<file path="config.mk">
export PLATFORM = sky130hd
export DESIGN_NAME = pipe_hazard_ctrl_flat
export DESIGN_NICKNAME = d
export VERILOG_FILES = /design/src/rtl/pipe_hazard_ctrl_if.sv /design/src/rtl/pipe_hazard_ctrl.sv /design/src/flat_wrapper.sv
export SDC_FILE = /design/constraint.sdc
export NUM_CORES = 1
export LEC_CHECK = 0
export BUFFER_PORTS_ARGS = -buffer_cell sky130_fd_sc_hd__buf_2
export CORE_ASPECT_RATIO = 0.8
export CORE_MARGIN = 2
export CORE_UTILIZATION = 45
export CTS_BUF_LIST = sky130_fd_sc_hd__clkbuf_4 sky130_fd_sc_hd__clkbuf_8 sky130_fd_sc_hd__clkbuf_16
export CTS_CLUSTER_SIZE = 14
export DETAILED_ROUTE_END_ITERATION = 7
export GPL_ROUTABILITY_DRIVEN = 0
export PLACE_DENSITY = 0.74
export SLEW_MARGIN = 20
export SYNTH_ARGS = -nofsm -noshare
export SYNTH_HDL_FRONTEND = slang
export SYNTH_SLANG_ARGS = --single-unit
export TNS_END_PERCENT = 50
</file>
<file path="constraint.sdc">
create_clock -name clk -period 2.35 [get_ports clk]
set_input_delay 0.5875 -clock clk [delete_from_list [all_inputs] [get_ports clk]]
set_output_delay 0.5875 -clock clk [all_outputs]
set_load 0.05 [all_outputs]
</file>
<file path="src/rtl/pipe_hazard_ctrl_if.sv">
// rtl/pipe_hazard_ctrl_if.sv - pipeline status inputs and register-control outputs of pipe_hazard_ctrl
interface pipe_hazard_ctrl_if #(
    parameter int CNT_W = 16
);
    logic [2:0]       d_rs;
    logic [2:0]       d_rt;
    logic             d_rs_vld;
    logic             d_rt_vld;
    logic [2:0]       dx_rd;
    logic             dx_wen;
    logic             dx_load;
    logic [2:0]       xm_rd;
    logic             xm_wen;
    logic             xm_mem;
    logic             dmem_done;
    logic             imem_stall;
    logic             x_redirect;
    logic             dx_halt;

    logic             pc_en;
    logic             fd_en;
    logic             dx_en;
    logic             xm_en;
    logic             mw_en;
    logic             fd_nop;
    logic             dx_nop;
    logic             halted;
    logic [CNT_W-1:0] stall_cnt;

    modport master (
        input  d_rs, d_rt, d_rs_vld, d_rt_vld,
        input  dx_rd, dx_wen, dx_load,
        input  xm_rd, xm_wen, xm_mem, dmem_done,
        input  imem_stall, x_redirect, dx_halt,
        output pc_en, fd_en, dx_en, xm_en, mw_en,
        output fd_nop, dx_nop, halted, stall_cnt
    );

    modport slave (
        output d_rs, d_rt, d_rs_vld, d_rt_vld,
        output dx_rd, dx_wen, dx_load,
        output xm_rd, xm_wen, xm_mem, dmem_done,
        output imem_stall, x_redirect, dx_halt,
        input  pc_en, fd_en, dx_en, xm_en, mw_en,
        input  fd_nop, dx_nop, halted, stall_cnt
    );
endinterface

</file>
<file path="src/rtl/pipe_hazard_ctrl.sv">
// rtl/pipe_hazard_ctrl.sv - five-stage pipeline hazard/stall/halt sequencer; PIPE_FORWARD_EN enables forwarding-aware hazard rules
module pipe_hazard_ctrl #(
    parameter int CNT_W = 16
) (
    input  logic                  clk,
    input  logic                  rst,
    pipe_hazard_ctrl_if.master    bus
);

    typedef enum logic [2:0] {
        RUN    = 3'd0,
        MWAIT  = 3'd1,
        DRAIN1 = 3'd2,
        DRAIN2 = 3'd3,
        HALTED = 3'd4
    } state_t;

    localparam logic [CNT_W-1:0] CNT_MAX = '1;

    state_t           state;
    state_t           state_nxt;
    logic [CNT_W-1:0] stall_cnt;

    logic pc_en;
    logic fd_en;
    logic dx_en;
    logic xm_en;
    logic mw_en;
    logic fd_nop;
    logic dx_nop;
    logic halted;

    logic live;
    logic mem_freeze;
    logic src_hit_x;
    logic hazard;

    assign src_hit_x = (bus.d_rs_vld && (bus.d_rs == bus.dx_rd)) ||
                       (bus.d_rt_vld && (bus.d_rt == bus.dx_rd));

`ifdef PIPE_FORWARD_EN
    // X->D and M->D forwarding covers everything except a load still in X
    logic unused_fwd;
    assign unused_fwd = ^{bus.xm_rd, bus.xm_wen};
    assign hazard     = src_hit_x && bus.dx_wen && bus.dx_load;
`else
    // No forwarding: wait until the producer has left M (regfile writes before read in W)
    logic src_hit_m;
    assign src_hit_m = (bus.d_rs_vld && (bus.d_rs == bus.xm_rd)) ||
                       (bus.d_rt_vld && (bus.d_rt == bus.xm_rd));
    assign hazard    = (src_hit_x && bus.dx_wen) || (src_hit_m && bus.xm_wen);
`endif

    assign live       = (state == RUN) || (state == MWAIT);
    assign mem_freeze = ((state == RUN)   && bus.xm_mem && !bus.dmem_done) ||
                        ((state == MWAIT) && !bus.dmem_done);

    always_ff @(posedge clk or negedge rst) begin
        if (!rst) begin
            state <= RUN;
        end else begin
            state <= state_nxt;
        end
    end

    // MWAIT releasing on dmem_done behaves like RUN for the rest of the rules
    always_comb begin
        state_nxt = state;
        case (state)
            RUN, MWAIT: begin
                if (mem_freeze) begin
                    state_nxt = MWAIT;
                end else if (bus.dx_halt) begin
                    state_nxt = DRAIN1;
                end else begin
                    state_nxt = RUN;
                end
            end
            DRAIN1:  state_nxt = DRAIN2;
            DRAIN2:  state_nxt = HALTED;
            HALTED:  state_nxt = HALTED;
            default: state_nxt = RUN;
        endcase
    end

    always_comb begin
        pc_en  = 1'b1;
        fd_en  = 1'b1;
        dx_en  = 1'b1;
        xm_en  = 1'b1;
        mw_en  = 1'b1;
        fd_nop = 1'b0;
        dx_nop = 1'b0;
        halted = 1'b0;
        if (live) begin
            if (mem_freeze) begin
                pc_en = 1'b0;
                fd_en = 1'b0;
                dx_en = 1'b0;
                xm_en = 1'b0;
                mw_en = 1'b0;
            end else if (bus.dx_halt) begin
                pc_en  = 1'b0;
                fd_nop = 1'b1;
                dx_nop = 1'b1;
            end else if (bus.x_redirect) begin
                fd_nop = 1'b1;
                dx_nop = 1'b1;
            end else if (hazard) begin
                pc_en  = 1'b0;
                fd_en  = 1'b0;
                dx_nop = 1'b1;
            end else if (bus.imem_stall) begin
                pc_en  = 1'b0;
                fd_nop = 1'b1;
            end
        end else if ((state == DRAIN1) || (state == DRAIN2)) begin
            // Let X/M/W retire while nothing new enters D or X
            pc_en  = 1'b0;
            fd_en  = 1'b0;
            dx_nop = 1'b1;
        end else begin
            pc_en  = 1'b0;
            fd_en  = 1'b0;
            dx_en  = 1'b0;
            xm_en  = 1'b0;
            mw_en  = 1'b0;
            halted = (state == HALTED);
        end
        if (!rst) begin
            pc_en  = 1'b0;
            fd_en  = 1'b0;
            dx_en  = 1'b0;
            xm_en  = 1'b0;
            mw_en  = 1'b0;
            fd_nop = 1'b0;
            dx_nop = 1'b0;
            halted = 1'b0;
        end
    end

    always_ff @(posedge clk or negedge rst) begin
        if (!rst) begin
            stall_cnt <= '0;
        end else if (!pc_en && (state != HALTED) && (stall_cnt != CNT_MAX)) begin
            stall_cnt <= stall_cnt + 1'b1;
        end
    end

    assign bus.pc_en     = pc_en;
    assign bus.fd_en     = fd_en;
    assign bus.dx_en     = dx_en;
    assign bus.xm_en     = xm_en;
    assign bus.mw_en     = mw_en;
    assign bus.fd_nop    = fd_nop;
    assign bus.dx_nop    = dx_nop;
    assign bus.halted    = halted;
    assign bus.stall_cnt = stall_cnt;

endmodule

</file>
<file path="src/flat_wrapper.sv">
// flat-port wrapper written by rule: the top's interface ports become plain ports
module pipe_hazard_ctrl_flat 
#(
    parameter int CNT_W = 16
)
  (clk, rst, bus_d_rs, bus_d_rt, bus_d_rs_vld, bus_d_rt_vld, bus_dx_rd, bus_dx_wen, bus_dx_load, bus_xm_rd, bus_xm_wen, bus_xm_mem, bus_dmem_done, bus_imem_stall, bus_x_redirect, bus_dx_halt, bus_pc_en, bus_fd_en, bus_dx_en, bus_xm_en, bus_mw_en, bus_fd_nop, bus_dx_nop, bus_halted, bus_stall_cnt);
  pipe_hazard_ctrl_if #(.CNT_W(CNT_W)) bus_i ();
  input  logic clk;
  input  logic rst;
  input wire logic [$bits(bus_i.d_rs)-1:0] bus_d_rs;
  input wire logic [$bits(bus_i.d_rt)-1:0] bus_d_rt;
  input wire logic [$bits(bus_i.d_rs_vld)-1:0] bus_d_rs_vld;
  input wire logic [$bits(bus_i.d_rt_vld)-1:0] bus_d_rt_vld;
  input wire logic [$bits(bus_i.dx_rd)-1:0] bus_dx_rd;
  input wire logic [$bits(bus_i.dx_wen)-1:0] bus_dx_wen;
  input wire logic [$bits(bus_i.dx_load)-1:0] bus_dx_load;
  input wire logic [$bits(bus_i.xm_rd)-1:0] bus_xm_rd;
  input wire logic [$bits(bus_i.xm_wen)-1:0] bus_xm_wen;
  input wire logic [$bits(bus_i.xm_mem)-1:0] bus_xm_mem;
  input wire logic [$bits(bus_i.dmem_done)-1:0] bus_dmem_done;
  input wire logic [$bits(bus_i.imem_stall)-1:0] bus_imem_stall;
  input wire logic [$bits(bus_i.x_redirect)-1:0] bus_x_redirect;
  input wire logic [$bits(bus_i.dx_halt)-1:0] bus_dx_halt;
  output wire logic [$bits(bus_i.pc_en)-1:0] bus_pc_en;
  output wire logic [$bits(bus_i.fd_en)-1:0] bus_fd_en;
  output wire logic [$bits(bus_i.dx_en)-1:0] bus_dx_en;
  output wire logic [$bits(bus_i.xm_en)-1:0] bus_xm_en;
  output wire logic [$bits(bus_i.mw_en)-1:0] bus_mw_en;
  output wire logic [$bits(bus_i.fd_nop)-1:0] bus_fd_nop;
  output wire logic [$bits(bus_i.dx_nop)-1:0] bus_dx_nop;
  output wire logic [$bits(bus_i.halted)-1:0] bus_halted;
  output wire logic [$bits(bus_i.stall_cnt)-1:0] bus_stall_cnt;
  assign bus_i.d_rs = bus_d_rs;
  assign bus_i.d_rt = bus_d_rt;
  assign bus_i.d_rs_vld = bus_d_rs_vld;
  assign bus_i.d_rt_vld = bus_d_rt_vld;
  assign bus_i.dx_rd = bus_dx_rd;
  assign bus_i.dx_wen = bus_dx_wen;
  assign bus_i.dx_load = bus_dx_load;
  assign bus_i.xm_rd = bus_xm_rd;
  assign bus_i.xm_wen = bus_xm_wen;
  assign bus_i.xm_mem = bus_xm_mem;
  assign bus_i.dmem_done = bus_dmem_done;
  assign bus_i.imem_stall = bus_imem_stall;
  assign bus_i.x_redirect = bus_x_redirect;
  assign bus_i.dx_halt = bus_dx_halt;
  assign bus_pc_en = bus_i.pc_en;
  assign bus_fd_en = bus_i.fd_en;
  assign bus_dx_en = bus_i.dx_en;
  assign bus_xm_en = bus_i.xm_en;
  assign bus_mw_en = bus_i.mw_en;
  assign bus_fd_nop = bus_i.fd_nop;
  assign bus_dx_nop = bus_i.dx_nop;
  assign bus_halted = bus_i.halted;
  assign bus_stall_cnt = bus_i.stall_cnt;
  pipe_hazard_ctrl #(.CNT_W(CNT_W)) u_core (.clk(clk), .rst(rst), .bus(bus_i));
endmodule
</file>
==> summary.md, run 1 <==
| Metric | Value |
|---|---|
| Number of global-route vias before repair | `1060` |
| DRC errors left | `0` |
| Status | `finished, final reports clean` |
| Reg clk slew, reported paths | `0.10 ns` |
| Crit Reg-Reg Startpoint | `u_core.state[2]$_DFF_PN0_` |
| Hold Fails Final Rpt | `0` |
| HP Class | `primary input to asynchronous set/reset pin` |
| Largest net degree at the start of global routing | `21` |
| DRT antenna net count | `0` |
| Final Max Tran Viols | `0` |
| Seq cells post-synth | `19` |
| DR iter-0 viols | `36` |
| Kind of critical path | `primary input to output pin` |
| Post-CTS Setup Bufs | `0` |
| Power per cell area | `349 mW/mm^2` |
| Layer with the highest usage | `met2` |
| Maximum clock rate | `434 MHz` |
| Most common cell after layout, fill and taps aside | `buf_2` |
| Site row count | `17` |
| Initial antenna violation count | `0` |
| Average size of a mapped cell | `10.2 sq um` |
| Grt met3 use | `0.0559` |
| Clock latency on the worst-skew pair | `0.30 ns` |
| Met2 Use GR | `0.300` |
| Worst vdd ir | `0.271 mV` |
| CTS root buf | `clkbuf_4` |
| Critical path's slowest cell | `a22o_1` |
| Crit end category | `output pin` |
| Largest area contributor in the netlist | `dfrtp_1` |
| Port buffer count | `46` |
| CP peak stage delay | `0.20 ns` |
| Avg WL per Cell | `12.9 microns` |
| Worst-Margin Slew | `0.516 ns` |
| First-pass GRT wire length | `4770 microns` |
| Inserted Diodes | `0` |
| Ports | `48` |
| Die Wd | `64.4 microns` |
| Leakage | `0.816 nW` |
| Post-synth top area share | `0.362` |
| Fin nets | `210` |
| Fin Hold WS | `0.281 ns` |
| Period utilization | `0.980` |
| Total CTS buffers | `3` |
| CORE AREA | `0.00277 sq mm` |
| Slew HR | `0.656` |
| Post-synthesis sequential area ratio | `0.362` |
| TNS Setup | `0 ns` |
| Pwr Total | `0.603 mW` |
| Final critical-path required period | `2.30 ns` |
| Fraction of final layout cells sized beyond drive strength 1 | `0.457` |
| Arrival time worst endpoint | `1.72 ns` |
| Final Setup Violations | `0` |
| H-Tree Depth | `1` |
| Worst path cell trace | `buf_2 -> xnor2_1 -> nand4_1 -> nand2_2 -> a22o_1 -> nor2_1 -> o21a_1 -> buf_6` |
| CTS tree | `built` |
| Post-DP HPWL | `2240 microns` |
| GRT Total Usage | `0.182` |
| Clock buffer depth | `2` |
| Mapped Nets | `154` |
| Synth Instances | `129` |
| Most frequent cells in the layout | `43 x buf_2, 19 x dfrtp_1, 15 x xor2_1` |
| Drt first pass iters | `4` |
| Total Routed Length | `2860 microns` |
| Worst Skew | `0.00204 ns` |
| Synth warn | `0` |
| Die area | `0.00337 sq mm` |
| Area delta synth->final | `31.2%` |
| Synth Cell Area | `0.00132 sq mm` |
| Overflow after GRT | `0` |
| Startpoint Class | `primary input` |
| Vias per Instance | `5.09` |
| Synth area leaders | `dfrtp_1 36%, xor2_1 10%, xnor2_1 8.0%, nand4_1 5.7%, a221oi_4 4.0%` |
| CP Launch Point | `bus_dx_rd[1]` |
| Vias | `1131` |
| Worst-path fanout max | `3` |
| Clk sinks | `19` |
| Post-synthesis cell type count | `36` |
| M1 GR Usage | `0.236` |
| # hold bufs at CTS | `0` |
| Die H | `52.4 microns` |
| CP required | `1.76 ns` |
| Maxcap violations | `0` |
| Initial cell density of the core | `0.476` |
==> cell usage after synthesis <==
cell type,instances
o21a_1,3
and4_1,1
o21bai_2,1
or2b_2,1
a221oi_4,2
nand4_1,12
nor2_1,14
o21bai_1,1
nor2b_4,1
and2_1,2
and4bb_1,1
nand4b_1,1
xnor2_1,12
a22oi_1,1
nand2b_4,1
buf_6,2
nor3b_2,3
clkbuf_1,1
a211oi_2,1
inv_1,2
nor4b_1,2
nor3_2,1
and2_4,1
buf_4,2
a22o_1,1
o22ai_1,1
xor2_1,15
a21oi_1,3
and3_2,1
and4b_4,1
nand3_1,5
nor3b_1,3
ha_1,1
mux2_4,1
nand2_1,9
dfrtp_1,19
==> flip-flops by register name, indices dropped and copies added (netlist names) <==
name                  cells
u_core.bus.stall_cnt     16
u_core.state              3
==> metal layers <==
layer / routed length, microns / share of wire
met2: 1370 / 0.48
met5: 0 / 0
met1: 1350 / 0.47
met3: 127 / 0.044
met4: 14 / 0.0049
==> through the flow <==
step,utilization,cells,area (sq um),setup slack [ns]
floorplan,-,129,1330,-0.161
global route,0.624,222,1730,-0.0149
global placement,0.594,218,1640,0.0433
finish,0.624,222,1730,0.0474
detailed placement,0.594,218,1640,-0.00741
CTS,0.605,222,1670,0.0339
==> what timing repair did <==
item / CTS / global route
setup endpoints to repair: 1 / 4
pin swaps: 0 / 5
resized for setup: 1 / 10
==> cell type report <==
cell class                 count  area, sq um
clock buffer                   4         30.0
fill                         240         1040
inverter                       2         7.51
multi-input combinational    103          848
sequential                    19          475
tap                           38         47.5
timing repair buffer          56          317
==> critical path, delay by kind of cell <==
kind	cells	cell delay, ns
AO/OA/AOI/OAI	2	0.37
AND/OR/NAND/NOR	3	0.31
buffers and inverters	2	0.27
XOR/XNOR	1	0.19
==> path summary, 6_finish.rpt <==
kind	to	slack, ns	cells after the start
max	bus_pc_en	0.05	8
max reg2reg	u_core.bus.stall_cnt[4]$_DFFE_PN0P_	0.31	7
min	u_core.bus.stall_cnt[14]$_DFFE_PN0P_	0.28	2
min in group clk	u_core.bus.stall_cnt[5]$_DFFE_PN0P_	0.49	1
min reg2reg	u_core.bus.stall_cnt[5]$_DFFE_PN0P_	0.49	1
max in group asynchronous	u_core.bus.stall_cnt[2]$_DFFE_PN0P_	1.86	2
==> report_power, final <==
| group | switching, mW | internal [mW] |
|---|---|---|
| sequential | 0 | 0.327 |
| combinational | 0.0503 | 0.0466 |
| clock | 0.101 | 0.0778 |
==> cells by family (layout without fill, tap and decap cells) <==
| logic type | after synthesis | count (layout) | synth area share |
|---|---|---|---|
| AO/OA/AOI/OAI | 14 | 14 | 0.109 |
| flip-flops | 19 | 19 | 0.362 |
| adder cells (fa/ha/maj) | 1 | 1 | 0.00951 |
| XOR/XNOR | 27 | 27 | 0.180 |
| buffers and inverters | 7 | 62 | 0.0371 |
| multiplexers | 1 | 1 | 0.0114 |
| AND/OR/NAND/NOR | 60 | 60 | 0.291 |
No activity file was read; power rests on OpenSTA's default activity.
==> inputs of run 2 (changes only) <==
Settings changed: CTS_BUF_LIST sky130_fd_sc_hd__clkbuf_4 sky130_fd_sc_hd__clkbuf_8 sky130_fd_sc_hd__clkbuf_16 to sky130_fd_sc_hd__clkbuf_8, GPL_ROUTABILITY_DRIVEN 0 to unset.
==> summary.md, run 2 (same netlist as run 1, synthesis figures left out) <==
| Metric | Value |
|---|---|
| Maxcap violations | `0 (unchanged)` |
| Kind of critical path | `primary input to output pin` |
| Fraction of final layout cells sized beyond drive strength 1 | `0.451 (-0.00543)` |
| Most frequent cells in the layout | `44 x buf_2, 19 x dfrtp_1, 15 x xor2_1` |
| DRT antenna net count | `0 (unchanged)` |
| Die area | `0.00337 sq mm (unchanged)` |
| H-Tree Depth | `1 (unchanged)` |
| Startpoint Class | `primary input` |
| Worst-path fanout max | `3 (unchanged)` |
| Net Sw Frac | `0.237 (-0.0142)` |
| Power Internal | `0.489 mW (+8.5%)` |
| Drt first pass iters | `4 (unchanged)` |
| DR iter-0 viols | `36 (unchanged)` |
| Overflow after GRT | `0 (unchanged)` |
| CP peak stage delay | `0.25 ns (+0.05 ns)` |
| First-pass GRT wire length | `4740 microns (-0.57%)` |
| Vias | `1116 (-1.3%)` |
| Top Family by Delay on Critical Path | `buffers and inverters` |
| Comb pwr share | `0.151 (-0.010)` |
| Fin nets | `210 (unchanged)` |
| CORE AREA | `0.00277 sq mm (unchanged)` |
| Ports | `48 (unchanged)` |
| Power per cell area | `369 mW/mm^2 (+5.7%)` |
| Worst-Margin Slew | `0.511 ns (-0.00488 ns)` |
| Max reg flops | `16 (unchanged)` |
| Clock latency on the worst-skew pair | `0.25 ns (-0.05 ns)` |
| Hold Fails Final Rpt | `0 (unchanged)` |
| Clk pwr share | `0.340 (+0.043)` |
| CTS root buf | `clkbuf_8` |
| Final critical-path required period | `2.32 ns (+0.0144 ns)` |
| # fillers | `234 (-2.5%)` |
| Reg with most FFs | `u_core.bus.stall_cnt` |
| Area delta synth->final | `32.2%` |
| Clock buffer depth | `2 (unchanged)` |
| Most common cell after layout, fill and taps aside | `buf_2` |
| Reg power frac | `0.509 (-0.033)` |
| Status | `finished, final reports clean` |
| Inserted Diodes | `0 (unchanged)` |
| Fin util | `0.629 (+0.00453)` |
| Number of global-route vias before repair | `1072 (+1.1%)` |
| Worst Skew | `0.00129 ns (-0.000759 ns)` |
| Total CTS buffers | `3 (unchanged)` |
| Final Max Tran Viols | `0 (unchanged)` |
| GRT Total Usage | `0.180 (-0.00150)` |
| Critical path's slowest cell | `buf_2` |
| Maximum clock rate | `432 MHz (-0.62%)` |
| Crit end category | `output pin` |
| Clk sinks | `19 (unchanged)` |
| Largest net degree at the start of global routing | `21 (unchanged)` |
| Final GP Congestion | `0.788` |
| Total Routed Length | `2890 microns (+0.84%)` |
| Biggest regs | `u_core.bus.stall_cnt (16), u_core.state (3)` |
| Avg WL per Cell | `13.0 microns (+0.84%)` |
| Worst path depth | `7 (-1)` |
| Reg clk slew, reported paths | `0.07 ns (-0.03 ns)` |
| Arrival time worst endpoint | `1.73 ns (about the same)` |
| Site row count | `17 (unchanged)` |
| Post-DP HPWL | `2240 microns (unchanged)` |
| Period utilization | `0.986 (+0.00611)` |
| DRC errors left | `0 (unchanged)` |
| Vias per Instance | `5.03 (-1.3%)` |
| Initial antenna violation count | `0 (unchanged)` |
| Fin Hold WS | `0.340 ns (+0.0590 ns)` |
| HP Class | `primary input to asynchronous set/reset pin` |
| Initial cell density of the core | `0.476 (unchanged)` |
| Worst path cell trace | `buf_2 -> xnor2_1 -> nand4_1 -> nand2_2 -> a22o_1 -> o21a_1 -> buf_2` |
| Top cell by count, worst path | `buf_2` |
| Post-CTS Setup Bufs | `0 (unchanged)` |
| Worst vdd ir | `0.349 mV (+29%)` |
| NetSw | `0.152 mW (+0.44%)` |
| Reg2Reg Depth | `6 (-1)` |
| Die H | `52.4 microns (unchanged)` |
| Die Wd | `64.4 microns (unchanged)` |
| Slew HR | `0.659 (+0.00325)` |
| Worst Path Buf+Inv | `2 (unchanged)` |
| CP required | `1.76 ns (about the same)` |
| CTS tree | `built` |
| Leakage | `0.825 nW (+1.2%)` |
| Final Setup Violations | `0 (unchanged)` |
| Port buffer count | `46 (unchanged)` |
[run 2: what timing repair did]
action / in CTS / in global routing
endpoints found under the hold margin: 0 / 0
hold buffers: 0 / 0
gates resized for setup: 1 / 9
setup endpoints to repair: 1 / 4
pin swaps: 0 / 4
[run 2: worst paths after layout]
| check | from | endpoint | slack (ns) |
|---|---|---|---|
| worst max-delay path | bus_d_rt[2] | bus_dx_nop | 0.03 |
| worst min-delay path | rst | u_core.state[2]$_DFF_PN0_ | 0.34 |
| worst max register to register | u_core.state[2]$_DFF_PN0_ | u_core.bus.stall_cnt[14]$_DFFE_PN0P_ | 0.32 |
| worst min register to register | u_core.bus.stall_cnt[5]$_DFFE_PN0P_ | u_core.bus.stall_cnt[5]$_DFFE_PN0P_ | 0.48 |
| max in group asynchronous | rst | u_core.bus.stall_cnt[9]$_DFFE_PN0P_ | 1.80 |
| min in group clk | u_core.bus.stall_cnt[5]$_DFFE_PN0P_ | u_core.bus.stall_cnt[5]$_DFFE_PN0P_ | 0.48 |
[run 2: power by group through the flow]
stage                     logic, mW  registers, mW  clock network, mW
after global routing          0.106          0.327              0.242
after floorplan              0.0396          0.333                  0
after CTS                    0.0872          0.327              0.227
after global placement       0.0835          0.333                  0
final                        0.0969          0.327              0.218
after detailed placement     0.0868          0.333                  0
[run 2: worst register-to-register path: stages, from the launching register on]
cell and delay [ns]:
dfrtp_1 0.46, nor2_1 0.22, and4b_4 0.33, nand2b_4 0.07, a221oi_4 0.42, and4bb_1 0.28
xor2_1 0.14
[run 2: cell type report]
type	count	area, sq um	area share
Sequential cell	19	475	0.274
Inverter	2	7.51	0.00432
Clock buffer	3	41.3	0.0238
Clock inverter	1	3.75	0.00216
Timing Repair Buffer	56	314	0.181
Tap cell	38	47.5	0.0274
Multi-Input combinational cell	103	848	0.488
[run 2: per-stage QoR]
step	total power, mW	setup TNS (ns)	cell area [sq um]	worst slack [ns]	std cells
final	0.642	0	1740	0.0330	222
after global routing	0.675	-0.125	1740	-0.0716	222
after CTS	0.641	0	1690	0.0339	222
after detailed placement	0.420	-0.00741	1640	-0.00741	218
after global placement	0.417	0	1640	0.0433	218
after floorplan	0.373	-0.273	1330	-0.161	129
[run 2: per-layer routing]
metal,vias to the layer above,routed length (microns),track usage
li1,570,-,-
met1,521,1310,0.230
met2,23,1420,0.300
met3,2,137,0.0559
met4,0,19,0.0461
met5,-,0,0
==> inputs of run 3 (changes only) <==
Settings changed: REMOVE_ABC_BUFFERS set to 1.
==> summary.md, run 3 (same netlist as run 1, synthesis figures left out) <==
| Metric | Value |
|---|---|
| Design area | `0.00173 sq mm (-0.43%)` |
| Multi-input logic area | `850 sq um (+0.15%)` |
| Net Sw Frac | `0.240 (+0.00252)` |
| Total Routed Length | `3030 microns (+5.0%)` |
| Clk sinks | `19 (unchanged)` |
| Fin cells | `220 (-0.90%)` |
| Reg power frac | `0.505 (-0.004)` |
| Number of global-route vias before repair | `1145 (+6.8%)` |
| Final GP Congestion | `0.809 (+2.8%)` |
| Maxcap violations | `0 (unchanged)` |
| Post-DP HPWL | `2330 microns (+3.7%)` |
| Setup WS pre-CTS | `0.00206 ns (+0.00947 ns)` |
| Final Setup Violations | `0 (unchanged)` |
| Power per cell area | `374 mW/mm^2 (+1.3%)` |
| CORE AREA | `0.00277 sq mm (unchanged)` |
| NetSw | `0.155 mW (+1.9%)` |
| Register area | `475 sq um (unchanged)` |
| Die area | `0.00337 sq mm (unchanged)` |
| Die H | `52.4 microns (unchanged)` |
| Reg clk slew, reported paths | `0.07 ns (about the same)` |
| Initial antenna violation count | `0 (unchanged)` |
| Hold Fails Final Rpt | `0 (unchanged)` |
| Area delta synth->final | `31.6%` |
| Reg with most FFs | `u_core.bus.stall_cnt` |
| Reg2Reg Depth | `7 (+1)` |
| Kind of critical path | `primary input to output pin` |
| Clk pwr share | `0.344 (+0.004)` |
| # fillers | `228 (-2.6%)` |
| TNS Setup | `0 ns (unchanged)` |
| Slew HR | `0.652 (-0.00726)` |
| GRT Total Usage | `0.188 (+0.00769)` |
| Worst-Margin Slew | `0.522 ns (+0.0109 ns)` |
| Maximum clock rate | `435 MHz (+0.71%)` |
| Final Max Tran Viols | `0 (unchanged)` |
| Status | `finished, final reports clean` |
| Drt first pass iters | `3 (-1)` |
| Avg WL per Cell | `13.8 microns (+5.9%)` |
| Most frequent cells in the layout | `42 x buf_2, 19 x dfrtp_1, 15 x xor2_1` |
| Inserted Diodes | `0 (unchanged)` |
| Clock buffer depth | `2 (unchanged)` |
| RSZ-0062 raised after global routing | `false` |
| HP Class | `primary input to asynchronous set/reset pin` |
| Biggest regs | `u_core.bus.stall_cnt (16), u_core.state (3)` |
| Max reg flops | `16 (unchanged)` |
| Ports | `48 (unchanged)` |
| Vias per Instance | `5.23 (+4.1%)` |
| Post-CTS Setup Bufs | `0 (unchanged)` |
| Vias | `1151 (+3.1%)` |
| Arrival time worst endpoint | `1.71 ns (-0.02 ns)` |
| Placed Area | `0.00161 sq mm (-1.8%)` |
| Worst-path fanout max | `3 (unchanged)` |
| Crit end category | `output pin` |
| CTS root buf | `clkbuf_8` |
| Power Internal | `0.492 mW (+0.50%)` |
| Worst vdd ir | `0.272 mV (-22%)` |
| Overflow after GRT | `0 (unchanged)` |
| Comb pwr share | `0.151 (about the same)` |
| Pwr Total | `0.647 mW (+0.84%)` |
| First-pass GRT wire length | `4890 microns (+3.1%)` |
| Period utilization | `0.979 (-0.00699)` |
| Final setup slack of the worst path | `0.0494 ns (+0.0164 ns)` |
| Site row count | `17 (unchanged)` |
| CTS tree | `built` |
| Fin nets | `208 (-0.95%)` |
| Final critical-path required period | `2.30 ns (-0.0164 ns)` |
| Startpoint Class | `primary input` |
| DRT antenna net count | `0 (unchanged)` |
| Dpl cells | `216 (-0.92%)` |
| Most common cell after layout, fill and taps aside | `buf_2` |
| Clock latency on the worst-skew pair | `0.25 ns (about the same)` |
| Initial cell density of the core | `0.476 (unchanged)` |
| Total CTS buffers | `3 (unchanged)` |
| DR iter-0 viols | `18 (-50%)` |
| Worst Skew | `0.00243 ns (+0.00115 ns)` |
| Leakage | `0.815 nW (-1.2%)` |
| Port buffer count | `46 (unchanged)` |
| Die Wd | `64.4 microns (unchanged)` |
| H-Tree Depth | `1 (unchanged)` |
| Fraction of final layout cells sized beyond drive strength 1 | `0.456 (+0.00496)` |
| Largest net degree at the start of global routing | `20 (-4.8%)` |
| CP required | `1.76 ns (about the same)` |
| DRC errors left | `0 (unchanged)` |
-- run 3: power groups by stage --
stage,clock (mW),combinational (mW),sequential [mW]
after floorplan,0,0.0382,0.333
after global placement,0,0.0823,0.333
after detailed placement,0,0.0863,0.333
after CTS,0.234,0.0868,0.327
after global routing,0.244,0.105,0.327
final,0.222,0.0978,0.327
-- run 3: worst paths after layout --
kind | start | endpoint | slack [ns]
max | bus_dx_rd[2] | bus_pc_en | 0.05
min | rst | u_core.state[2]$_DFF_PN0_ | 0.37
max reg2reg | u_core.state[0]$_DFF_PN0_ | u_core.bus.stall_cnt[13]$_DFFE_PN0P_ | 0.31
min reg2reg | u_core.bus.stall_cnt[5]$_DFFE_PN0P_ | u_core.bus.stall_cnt[5]$_DFFE_PN0P_ | 0.48
max in group asynchronous | rst | u_core.state[1]$_DFF_PN0_ | 1.78
min in group clk | u_core.bus.stall_cnt[5]$_DFFE_PN0P_ | u_core.bus.stall_cnt[5]$_DFFE_PN0P_ | 0.48
-- run 3: through the flow --
step	util	hold slack, ns
finish	0.626	0.372
global route	0.626	0.382
CTS	0.600	0.370
detailed placement	0.583	0.472
global placement	0.583	0.480
floorplan	-	0.292
-- run 3: worst max-delay path, stage by stage --
cell and delay [ns]:
buf_2 0.13, xnor2_2 0.16, nand4_1 0.13, nand2_2 0.11
a22o_1 0.21, nor2_1 0.05, o21a_1 0.18, buf_6 0.15
-- run 3: area by class of cell --
class	instances	area share
clock inverter	1	0.00289
tap	38	0.0275
inverter	2	0.00434
clock buffer	3	0.0239
sequential	19	0.275
timing repair buffer	54	0.176
multi-input combinational	103	0.491
-- run 3: what timing repair did --
action | 4_1_cts | 5_1_grt
resized for setup | 0 | 18
endpoints found under the setup margin | 0 | 6
hold buffers | 0 | 0
hold endpoints to repair | 0 | 0
-- run 3: per-layer routing --
metal,track usage,part of all wire
met1,0.209,0.42
met2,0.368,0.54
met3,0.0387,0.037
met4,0.0496,0.0033
met5,0,0
